--- config.mk ---
export PLATFORM = sky130hd
export DESIGN_NAME = board_io_irq_flat
export DESIGN_NICKNAME = d
export VERILOG_FILES = /design/src/rtl/board_io_irq_if.sv /design/src/rtl/board_io_irq.sv /design/src/flat_wrapper.sv
export SDC_FILE = /design/constraint.sdc
export NUM_CORES = 1
export LEC_CHECK = 0
export ABC_AREA = 1
export CORE_MARGIN = 4
export CORE_UTILIZATION = 50
export CTS_CLUSTER_SIZE = 40
export DETAILED_ROUTE_END_ITERATION = 10
export DONT_BUFFER_PORTS = 1
export GPL_TIMING_DRIVEN = 0
export PLACE_DENSITY_LB_ADDON = 0.08
export SKIP_LAST_GASP = 1
export SYNTH_ARGS = -nofsm -noshare
export SYNTH_HDL_FRONTEND = slang
export SYNTH_SLANG_ARGS = --single-unit
--- constraint.sdc ---
create_clock -name clk -period 3.5 [get_ports clk]
set_input_delay 0.35 -clock clk [delete_from_list [all_inputs] [get_ports clk]]
set_output_delay 0.35 -clock clk [all_outputs]
set_load 0.005 [all_outputs]
--- src/rtl/board_io_irq_if.sv ---
// Wishbone (16-bit data, 4-bit word address) bundle between a bus master and the
// board I/O slave. Signal names follow the board I/O pin list.
interface board_io_irq_if;
  logic        wb_cyc;
  logic        wb_stb;
  logic        wb_we;
  logic [3:0]  wb_adr;
  logic [15:0] wb_dat_i;
  logic [15:0] wb_dat_o;
  logic        wb_ack;
  logic        wb_stall;

  modport master (
    output wb_cyc, wb_stb, wb_we, wb_adr, wb_dat_i,
    input  wb_dat_o, wb_ack, wb_stall
  );

  modport slave (
    input  wb_cyc, wb_stb, wb_we, wb_adr, wb_dat_i,
    output wb_dat_o, wb_ack, wb_stall
  );
endinterface

--- src/rtl/board_io_irq.sv ---
// Evaluation-board I/O slave: debounced keys/switches, LED and seven-segment output
// registers, sticky key-press pending bits with a maskable level interrupt, all
// reachable over a zero-wait-state 16-bit Wishbone slave with registered read data.
module board_io_irq #(
  parameter int N_KEY   = 4,
  parameter int N_SW    = 10,
  parameter int N_LEDG  = 8,
  parameter int N_LEDR  = 10,
  parameter int N_HEX   = 4,
  parameter int DEB_CYC = 50000
) (
  input  logic                  clk,
  input  logic                  reset_n,
  input  logic [N_KEY-1:0]      key,
  input  logic [N_SW-1:0]       sw,
  output logic [N_HEX-1:0][6:0] hex,
  output logic [N_LEDG-1:0]     ledg,
  output logic [N_LEDR-1:0]     ledr,
  output logic                  irq,
  board_io_irq_if.slave         wb
);

  // Keys and switches share one debounce array: keys occupy the low bits.
  localparam int NIN = N_KEY + N_SW;
  localparam int CW  = $clog2(DEB_CYC + 1);
  localparam logic [CW-1:0] CNT_LAST = CW'(DEB_CYC - 1);

  logic [N_KEY-1:0]      key_s1_q, key_s2_q;
  logic [N_SW-1:0]       sw_s1_q, sw_s2_q;
  logic [NIN-1:0]        in_sync;
  logic [NIN-1:0]        deb_q, deb_d;
  logic [CW-1:0]         cnt_q [NIN];
  logic [CW-1:0]         cnt_d [NIN];

  logic [N_KEY-1:0]      key_deb;
  logic [N_SW-1:0]       sw_deb;
  logic [N_KEY-1:0]      key_prev_q, key_rise;
  logic [N_KEY-1:0]      pend_q, pend_d, pend_clr;
  logic [N_KEY-1:0]      mask_q, mask_d;
  logic [N_LEDG-1:0]     ledg_q, ledg_d;
  logic [N_LEDR-1:0]     ledr_q, ledr_d;
  logic [N_HEX-1:0][6:0] hex_q, hex_d;

  logic                  valid, wr, rd;
  logic [15:0]           rdata;
  logic                  ack_q;
  logic [15:0]           dat_q, dat_d;

  // Write-data bits above the configured register widths are deliberately ignored.
  logic                  unused_wdat;
  assign unused_wdat = ^wb.wb_dat_i;

  // Two-flop synchronisers on the raw pins; keys are kept in pin polarity here.
  always_ff @(posedge clk or negedge reset_n) begin
    if (!reset_n) begin
      key_s1_q <= '0;
      key_s2_q <= '0;
      sw_s1_q  <= '0;
      sw_s2_q  <= '0;
    end else begin
      key_s1_q <= key;
      key_s2_q <= key_s1_q;
      sw_s1_q  <= sw;
      sw_s2_q  <= sw_s1_q;
    end
  end

  // Keys become active-high (1 = pressed) only after synchronisation.
  assign in_sync = {sw_s2_q, ~key_s2_q};

  // Per-bit debounce: count consecutive disagreeing cycles, flip on the last one;
  // any agreeing cycle restarts the count.
  always_comb begin
    deb_d = deb_q;
    for (int i = 0; i < NIN; i++) begin
      cnt_d[i] = '0;
      if (in_sync[i] != deb_q[i]) begin
        if (cnt_q[i] == CNT_LAST) begin
          deb_d[i] = in_sync[i];
        end else begin
          cnt_d[i] = cnt_q[i] + CW'(1);
        end
      end
    end
  end

  // Debounced state and counters.
  always_ff @(posedge clk or negedge reset_n) begin
    if (!reset_n) begin
      deb_q <= '0;
      cnt_q <= '{default: '0};
    end else begin
      deb_q <= deb_d;
      cnt_q <= cnt_d;
    end
  end

  assign key_deb  = deb_q[N_KEY-1:0];
  assign sw_deb   = deb_q[NIN-1:N_KEY];
  assign key_rise = key_deb & ~key_prev_q;

  assign valid = wb.wb_cyc & wb.wb_stb;
  assign wr    = valid & wb.wb_we;
  assign rd    = valid & ~wb.wb_we;

  // Register writes and pending-bit update; a press in the same cycle beats W1C.
  always_comb begin
    mask_d   = mask_q;
    ledg_d   = ledg_q;
    ledr_d   = ledr_q;
    hex_d    = hex_q;
    pend_clr = '0;
    if (wr) begin
      case (wb.wb_adr)
        4'd2:    pend_clr = wb.wb_dat_i[N_KEY-1:0];
        4'd3:    mask_d   = wb.wb_dat_i[N_KEY-1:0];
        4'd4:    ledg_d   = wb.wb_dat_i[N_LEDG-1:0];
        4'd5:    ledr_d   = wb.wb_dat_i[N_LEDR-1:0];
        default: ;
      endcase
      for (int n = 0; n < N_HEX; n++) begin
        if (wb.wb_adr == 4'(8 + n)) hex_d[n] = ~wb.wb_dat_i[6:0];
      end
    end
    pend_d = (pend_q & ~pend_clr) | key_rise;
  end

  // Read multiplexer; segment registers read back in active-high form.
  always_comb begin
    rdata = '0;
    case (wb.wb_adr)
      4'd0:    rdata = 16'(key_deb);
      4'd1:    rdata = 16'(sw_deb);
      4'd2:    rdata = 16'(pend_q);
      4'd3:    rdata = 16'(mask_q);
      4'd4:    rdata = 16'(ledg_q);
      4'd5:    rdata = 16'(ledr_q);
      default: ;
    endcase
    for (int n = 0; n < N_HEX; n++) begin
      if (wb.wb_adr == 4'(8 + n)) rdata = {9'd0, ~hex_q[n]};
    end
    dat_d = rd ? rdata : 16'h0000;
  end

  // Output registers, interrupt state and the single-cycle bus response.
  always_ff @(posedge clk or negedge reset_n) begin
    if (!reset_n) begin
      ledg_q     <= '0;
      ledr_q     <= '0;
      hex_q      <= '1;
      mask_q     <= '0;
      pend_q     <= '0;
      key_prev_q <= '0;
      ack_q      <= 1'b0;
      dat_q      <= '0;
    end else begin
      ledg_q     <= ledg_d;
      ledr_q     <= ledr_d;
      hex_q      <= hex_d;
      mask_q     <= mask_d;
      pend_q     <= pend_d;
      key_prev_q <= key_deb;
      ack_q      <= valid;
      dat_q      <= dat_d;
    end
  end

  assign ledg        = ledg_q;
  assign ledr        = ledr_q;
  assign hex         = hex_q;
  assign irq         = |(pend_q & mask_q);
  assign wb.wb_ack   = ack_q;
  assign wb.wb_dat_o = dat_q;
  assign wb.wb_stall = 1'b0;

endmodule

--- src/flat_wrapper.sv ---
// flat-port wrapper written by rule: the top's interface ports become plain ports
module board_io_irq_flat 
#(
  parameter int N_KEY   = 4,
  parameter int N_SW    = 10,
  parameter int N_LEDG  = 8,
  parameter int N_LEDR  = 10,
  parameter int N_HEX   = 4,
  parameter int DEB_CYC = 50000
)
  (clk, reset_n, key, sw, hex, ledg, ledr, irq, wb_wb_cyc, wb_wb_stb, wb_wb_we, wb_wb_adr, wb_wb_dat_i, wb_wb_dat_o, wb_wb_ack, wb_wb_stall);
  board_io_irq_if wb_i ();
  input  logic clk;
  input  logic reset_n;
  input  logic [N_KEY-1:0] key;
  input  logic [N_SW-1:0] sw;
  output logic [N_HEX-1:0][6:0] hex;
  output logic [N_LEDG-1:0] ledg;
  output logic [N_LEDR-1:0] ledr;
  output logic irq;
  input wire logic [$bits(wb_i.wb_cyc)-1:0] wb_wb_cyc;
  input wire logic [$bits(wb_i.wb_stb)-1:0] wb_wb_stb;
  input wire logic [$bits(wb_i.wb_we)-1:0] wb_wb_we;
  input wire logic [$bits(wb_i.wb_adr)-1:0] wb_wb_adr;
  input wire logic [$bits(wb_i.wb_dat_i)-1:0] wb_wb_dat_i;
  output wire logic [$bits(wb_i.wb_dat_o)-1:0] wb_wb_dat_o;
  output wire logic [$bits(wb_i.wb_ack)-1:0] wb_wb_ack;
  output wire logic [$bits(wb_i.wb_stall)-1:0] wb_wb_stall;
  assign wb_i.wb_cyc = wb_wb_cyc;
  assign wb_i.wb_stb = wb_wb_stb;
  assign wb_i.wb_we = wb_wb_we;
  assign wb_i.wb_adr = wb_wb_adr;
  assign wb_i.wb_dat_i = wb_wb_dat_i;
  assign wb_wb_dat_o = wb_i.wb_dat_o;
  assign wb_wb_ack = wb_i.wb_ack;
  assign wb_wb_stall = wb_i.wb_stall;
  board_io_irq #(.N_KEY(N_KEY), .N_SW(N_SW), .N_LEDG(N_LEDG), .N_LEDR(N_LEDR), .N_HEX(N_HEX), .DEB_CYC(DEB_CYC)) u_core (.clk(clk), .reset_n(reset_n), .key(key), .sw(sw), .hex(hex), .ledg(ledg), .ledr(ledr), .irq(irq), .wb(wb_i));
endmodule
==> results of run 1 <==
cell type report:
cell class / instances / area [µm²] / share of cell area
clock buffers: 55 / 1179 / 0.06312
flip-flops and latches: 335 / 8418 / 0.4508
well taps: 442 / 553.0 / 0.02962
clock inverters: 15 / 196.4 / 0.01052
plain buffers: 19 / 138.9 / 0.007438
multi-input cells: 1425 / 7101 / 0.3803
inverters: 225 / 847.1 / 0.04536
repair buffers: 24 / 240.2 / 0.01287
cells by family (layout without fill, tap and decap cells):
| kind of cell | Yosys count | count (layout) | synth area share |
|---|---|---|---|
| xor gates and xnor gates | 99 | 99 | 0.05261 |
| DFF | 335 | 335 | 0.5107 |
| adders and majority gates | 14 | 14 | 0.01063 |
| buffers and inverters | 244 | 338 | 0.05982 |
| muxes | 2 | 2 | 0.001822 |
| other | 1 | 7 | 0.0002275 |
| and+or+nand+nor | 1168 | 1168 | 0.3157 |
| AOI/OAI and AO/OA | 135 | 135 | 0.04843 |
power breakdown:
part           internal (mW)  switching, mW
combinational          0.133          0.200
clock                   2.65           1.58
sequential              4.05          0.163
stage by stage:
step           utilization  setup WS, ns  instance area [µm²]  hold slack (ns)  cells
6_report            0.5739         1.703                18670          -0.4725   2540
5_1_grt             0.5739         1.453                18670          -0.4921   2540
4_1_cts             0.5739         1.671                18670          -0.4836   2540
3_5_place_dp        0.5243         1.673                17060          0.07211   2446
3_3_place_gp        0.5243         1.690                17060          0.06936   2446
2_1_floorplan            -         2.051                16500          0.05441   2004
worst paths after layout:
path	from	end	slack (ns)	cells past startpoint
min	reset_n	u_core.cnt_q[133]	-0.47	0
min reg2reg	u_core.sw_s1_q[8]	u_core.sw_s2_q[8]	0.35	0
max	u_core.cnt_q[80]	u_core.cnt_q[92]	1.70	8
min in group clk	wb_wb_dat_i[6]	u_core.ledg[6]	0.04	2
max reg2reg	u_core.cnt_q[80]	u_core.cnt_q[92]	1.70	8
max in group asynchronous	reset_n	u_core.cnt_q[208]	3.31	0
critical path, delay by kind of cell, from the launching register on:
family	cells	cell delay, ns
adders and majority gates	1	0.19
buffers and inverters	1	0.07
DFF	1	0.41
and+or+nand+nor	6	1.00
layer usage:
| layer | global-route usage | routed length (µm) | vias up |
|---|---|---|---|
| met5 | 0 | 0 | - |
| met4 | 0.05426 | 912 | 0 |
| met3 | 0.05890 | 2428 | 58 |
| met2 | 0.3381 | 16760 | 208 |
| met1 | 0.2819 | 16850 | 6095 |
| li1 | - | - | 6611 |
flip-flops by register name (all words and copies together) (netlist names):
register / count
u_core.cnt_q: 224
u_core.deb_q: 14
u_core.hex: 28
u_core.key_prev_q: 4
u_core.key_s1_q: 4
u_core.key_s2_q: 4
u_core.ledg: 8
u_core.ledr: 10
u_core.mask_q: 4
u_core.pend_q: 4
u_core.sw_s1_q: 10
u_core.sw_s2_q: 10
u_core.wb.wb_ack: 1
u_core.wb.wb_dat_o: 10
cells in the mapped netlist, drive strengths merged, types with 2 or more instances:
cell / count
o21ai: 70
inv: 223
xnor2: 17
dfrtp: 307
ha: 14
a31o: 3
dfstp: 28
nor3: 133
a31oi: 2
and3: 4
clkinv: 2
nand3b: 14
nand4: 46
xor2: 82
nor2: 386
mux2: 2
nor4: 20
nor3b: 16
o21bai: 14
nand3: 163
nand2: 377
a21oi: 39
or2: 8
a21o: 6
buf: 19
==> summary.txt, run 1 <==
Main area contributors after synthesis: dfrtp_1 (47%), nor2_1 (8.4%), nand2_1 (8.4%)
Setup_tns: 0 ns
Clock Tree Buf Depth: 3
Slew at the pin closest to its max-slew limit: 0.7807 ns
Core outline area: 32540 µm²
Worst Setup Path Type: flip-flop to flip-flop
Ys async rst share: 1.000
Layout cells sized above 1: 0.08055
Hold-fix buffers, CTS: 24
Max_cap viols: 0
Die width: 189.6 µm
# IOs: 104
Worst-skew pair later-pin latency: 0.52 ns
Post-Syn Area: 16480 µm²
Routability-driven placement congestion ratio: 0.8920
Final hold violations: 307
Total number of vias: 12970
Ant diodes: 0
Synthesis Warnings: 0
Pleak: 8.009 nW
GRT overflow: 0
Pwr per Cell Area: 469.9 nW/µm²
PortBufs: 0
CTS clk-pin slew, worst paths: 0.06 ns
CTS tree: yes
Worst hold margin: -0.4725 ns
Crit-path slowest cell: dfrtp_1
Total power: 8.775 mW
Placement row count: 66
Crit path time final: 1.797 ns
Via density: 5.107
FF+latch count, synth: 335
Fmax: 0.5565 GHz
Outcome: finished, violations left
Number of global-route vias before repair: 12760
Depth of the CTS H-tree: 2
Crit-path cells: ha_1 > nand2_1 > nor2_2 > inv_1 > nor2_1 > nand3_1 > nand2_1 > nor2_1
Synth Instances: 1998
Most common cell after layout, fill and taps aside: nor2_1
WP data required: 3.89 ns
Post-cts resize count: 0
Unrepaired setup endpoints after global routing: no
Worst rel slew slack: 0.4776
DRC violations left: 0
Maximum VDD drop: 397.0 µV
Worst min path class: input pin to asynchronous set/reset pin
Final setup fails: 0
Overall Global Routing Usage: 0.2094
Failing checks: negative hold slack
DP Wirelength: 26460 µm
Critical path peak fanout: 8
Slew Limit Fails: 0
DRT Wirelength: 36950 µm
CTS Buf Count: 39
Antenna violations before repair: 0
Postcts setup bufs: 0
Die area: 35930 µm²
Area Growth Syn to Fin: 13.29%
Post-synth top flop: dfrtp_1
Register area share after synthesis: 0.5107
Routed length per placed instance: 14.55 µm
Yosys cell types: 44
CP peak stage delay: 0.41 ns
Syn Area/Cell: 8.249 µm²
Largest net degree at the start of global routing: 336
DR iter-0 viols: 777
# fillers: 3042
Post-synth EDFFs: 0
CP Launch Type: flip-flop
Final ANT Viol Nets: 0
Final #Nets: 2122
Sink Count: 335
WP data arrival: 2.19 ns
Layout Skew: 0.01907 ns
Drt pass-1 iters: 5
Top cell type's share of synthesized area: 0.4661
Fin crit share: 0.5135
Critical Path End Type: flip-flop
Initial Utilization: 0.5066
Root buf cell: clkbuf_16
Die Y: 189.6 µm
Yosys top cell by area: dfrtp_1
Commonest non-fill, non-tap cells in the layout: nor2_1 (371), nand2_1 (370), dfrtp_1 (307)
First-pass GRT wire length: 62910 µm
No activity file was read; power rests on OpenSTA's default activity.
==> run 2, diff against run 1 <==
Clock period 3.5 ns to 1.6 ns, I/O delays scaled along.
==> run 2 against run 1 <==
Effect of this change: the run still ends with negative hold slack left; non-clock buffer count increased by 47; critical path depth decreased by 1; final area up 4.2%; combinational power grew 150%; clock skew grew 0.0019 ns; via count rose by 2.2%; wire length increased by 2.0%; utilization increased by 2.4 points; worst hold slack got worse by 0.19 ns.
==> summary.txt, run 2 (synthesized netlist as in run 1, its figures left out) <==
Outcome: finished, violations left
Failing checks: negative hold slack
Maximum VDD drop: 871.7 µV
Routed length per placed instance: 14.55 µm
Die Y: 189.6 µm
Clock Tree Buf Depth: 3
Layout cells sized above 1: 0.1234
Cell Count Post-Placement: 2446
Core outline area: 32540 µm²
PortBufs: 0
Setup_tns: 0 ns
Crit path time final: 1.534 ns
DRT Wirelength: 37710 µm
Layout Skew: 0.02095 ns
Fmax: 0.6518 GHz
Final #Nets: 2171
Pwr per Cell Area: 992.3 nW/µm²
DRC violations left: 0
Max_cap viols: 0
Hold-fix buffers, CTS: 29
Slew at the pin closest to its max-slew limit: 0.9004 ns
Fin crit share: 0.9589
Fin cells: 2591
Worst min path class: input pin to asynchronous set/reset pin
Grt met3 use: 0.05780
DP Wirelength: 26460 µm
Met2 Resource Use GR: 0.3424
Unrepaired setup endpoints after global routing: yes
First-pass GRT wire length: 63180 µm
Worst rel slew slack: 0.3997
# IOs: 104
Depth of the CTS H-tree: 2
Commonest non-fill, non-tap cells in the layout: nor2_1 (360), nand2_1 (354), dfrtp_1 (307)
Largest net degree at the start of global routing: 336
Root buf cell: clkbuf_16
Critical Path End Type: flip-flop
Antenna violations before repair: 2
Final ANT Viol Nets: 0
Reg with most FFs: u_core.cnt_q
Via density: 5.115
Largest register FFs: 224
Pleak: 8.351 nW
Total number of vias: 13250
CTS Buf Count: 39
Worst Setup Path Type: input pin to flip-flop
Grt peak-use layer: met2
GRT overflow: 0
Met1 usage: 0.2819
Reg2Reg Setup Slack: 0.08 ns
WP data required: 2.03 ns
Final hold violations: 335
Worst-skew pair later-pin latency: 0.52 ns
Area Growth Syn to Fin: 18.04%
CTS tree: yes
Most common cell after layout, fill and taps aside: nor2_1
Die width: 189.6 µm
Sink Count: 335
Drt pass-1 iters: 5
Initial Utilization: 0.5066
Final setup fails: 0
Routability-driven placement congestion ratio: 0.8920
CTS clk-pin slew, worst paths: 0.06 ns
DR iter-0 viols: 718
Total power: 19.31 mW
Critical path peak fanout: 5
Placement row count: 66
CP Launch Type: input pin
Number of global-route vias before repair: 12870
WP data arrival: 1.96 ns
Slew Limit Fails: 0
Overall Global Routing Usage: 0.2100
Die area: 35930 µm²
Worst hold margin: -0.6634 ns
-- run 2: cell count changes in the layout (fill, tap and decap cells not counted), sizes merged --
cell / previous run / this run
buf: 19 / 61
diode: 0 / 2
dlygate4sd3: 24 / 29
nand2: 377 / 379
-- run 2: area by class of cell --
| cell class | instances | area [µm²] |
|---|---|---|
| fill | 2971 | 13080 |
| sequential | 335 | 8418 |
| multi-input combinational | 1427 | 7476 |
| clock buffer | 55 | 1179 |
| inverter | 225 | 847.1 |
| timing repair buffer | 71 | 643.1 |
| tap | 442 | 553.0 |
| clock inverter | 15 | 196.4 |
| buffer | 19 | 138.9 |
| antenna | 2 | 5.005 |
-- run 2: metal layers --
metal,part of all wire,vias to the layer above
li1,-,6727
met1,0.45,6261
met4,0.022,0
met2,0.46,213
met5,0,-
met3,0.065,52
-- run 2: report_power, final --
group          total (mW)  internal, mW  switching, mW  leakage, nW
Sequential           9.22          8.85          0.363         4.45
Clock                9.26          5.79           3.47        0.667
Combinational       0.824         0.353          0.471         3.24
-- run 2: repair_timing --
| action | CTS | global route |
|---|---|---|
| setup endpoints to repair | 116 | 142 |
| resized for setup | 34 | 52 |
| pin swaps | 7 | 33 |
| gates cloned | 0 | 2 |
| endpoints found under the hold margin | 408 | 335 |
| buffers inserted | 4 | 38 |
-- run 2: worst paths after layout --
| kind | start | end | depth (start not counted) |
|---|---|---|---|
| hold reg to reg | u_core.key_s1_q[0] | u_core.key_s2_q[0] | 0 |
| max in group asynchronous | reset_n | u_core.cnt_q[208] | 0 |
| min in group clk | wb_wb_adr[2] | u_core.hex[1] | 4 |
| hold / removal | reset_n | u_core.cnt_q[142] | 0 |
| setup / recovery | wb_wb_adr[3] | u_core.wb.wb_dat_o[9] | 7 |
| setup reg to reg | u_core.cnt_q[48] | u_core.cnt_q[61] | 8 |
-- run 2: stage by stage --
stage	area [µm²]	worst slack, ns	utilization
final	19460	0.06579	0.5980
after CTS	18910	-0.01949	0.5813
after detailed placement	17060	-0.2266	0.5243
after global routing	19460	-0.03822	0.5980
after floorplan	16500	0.1509	-
after global placement	17060	-0.2095	0.5243
-- run 2: worst max-delay path, cell delays in order --
cell and delay [ns]:
dlygate4sd3_1 0.61, nor2_4 0.16, nand2_1 0.08, inv_2 0.09
dlygate4sd3_1 0.65, nand2_1 0.07, a21oi_1 0.13
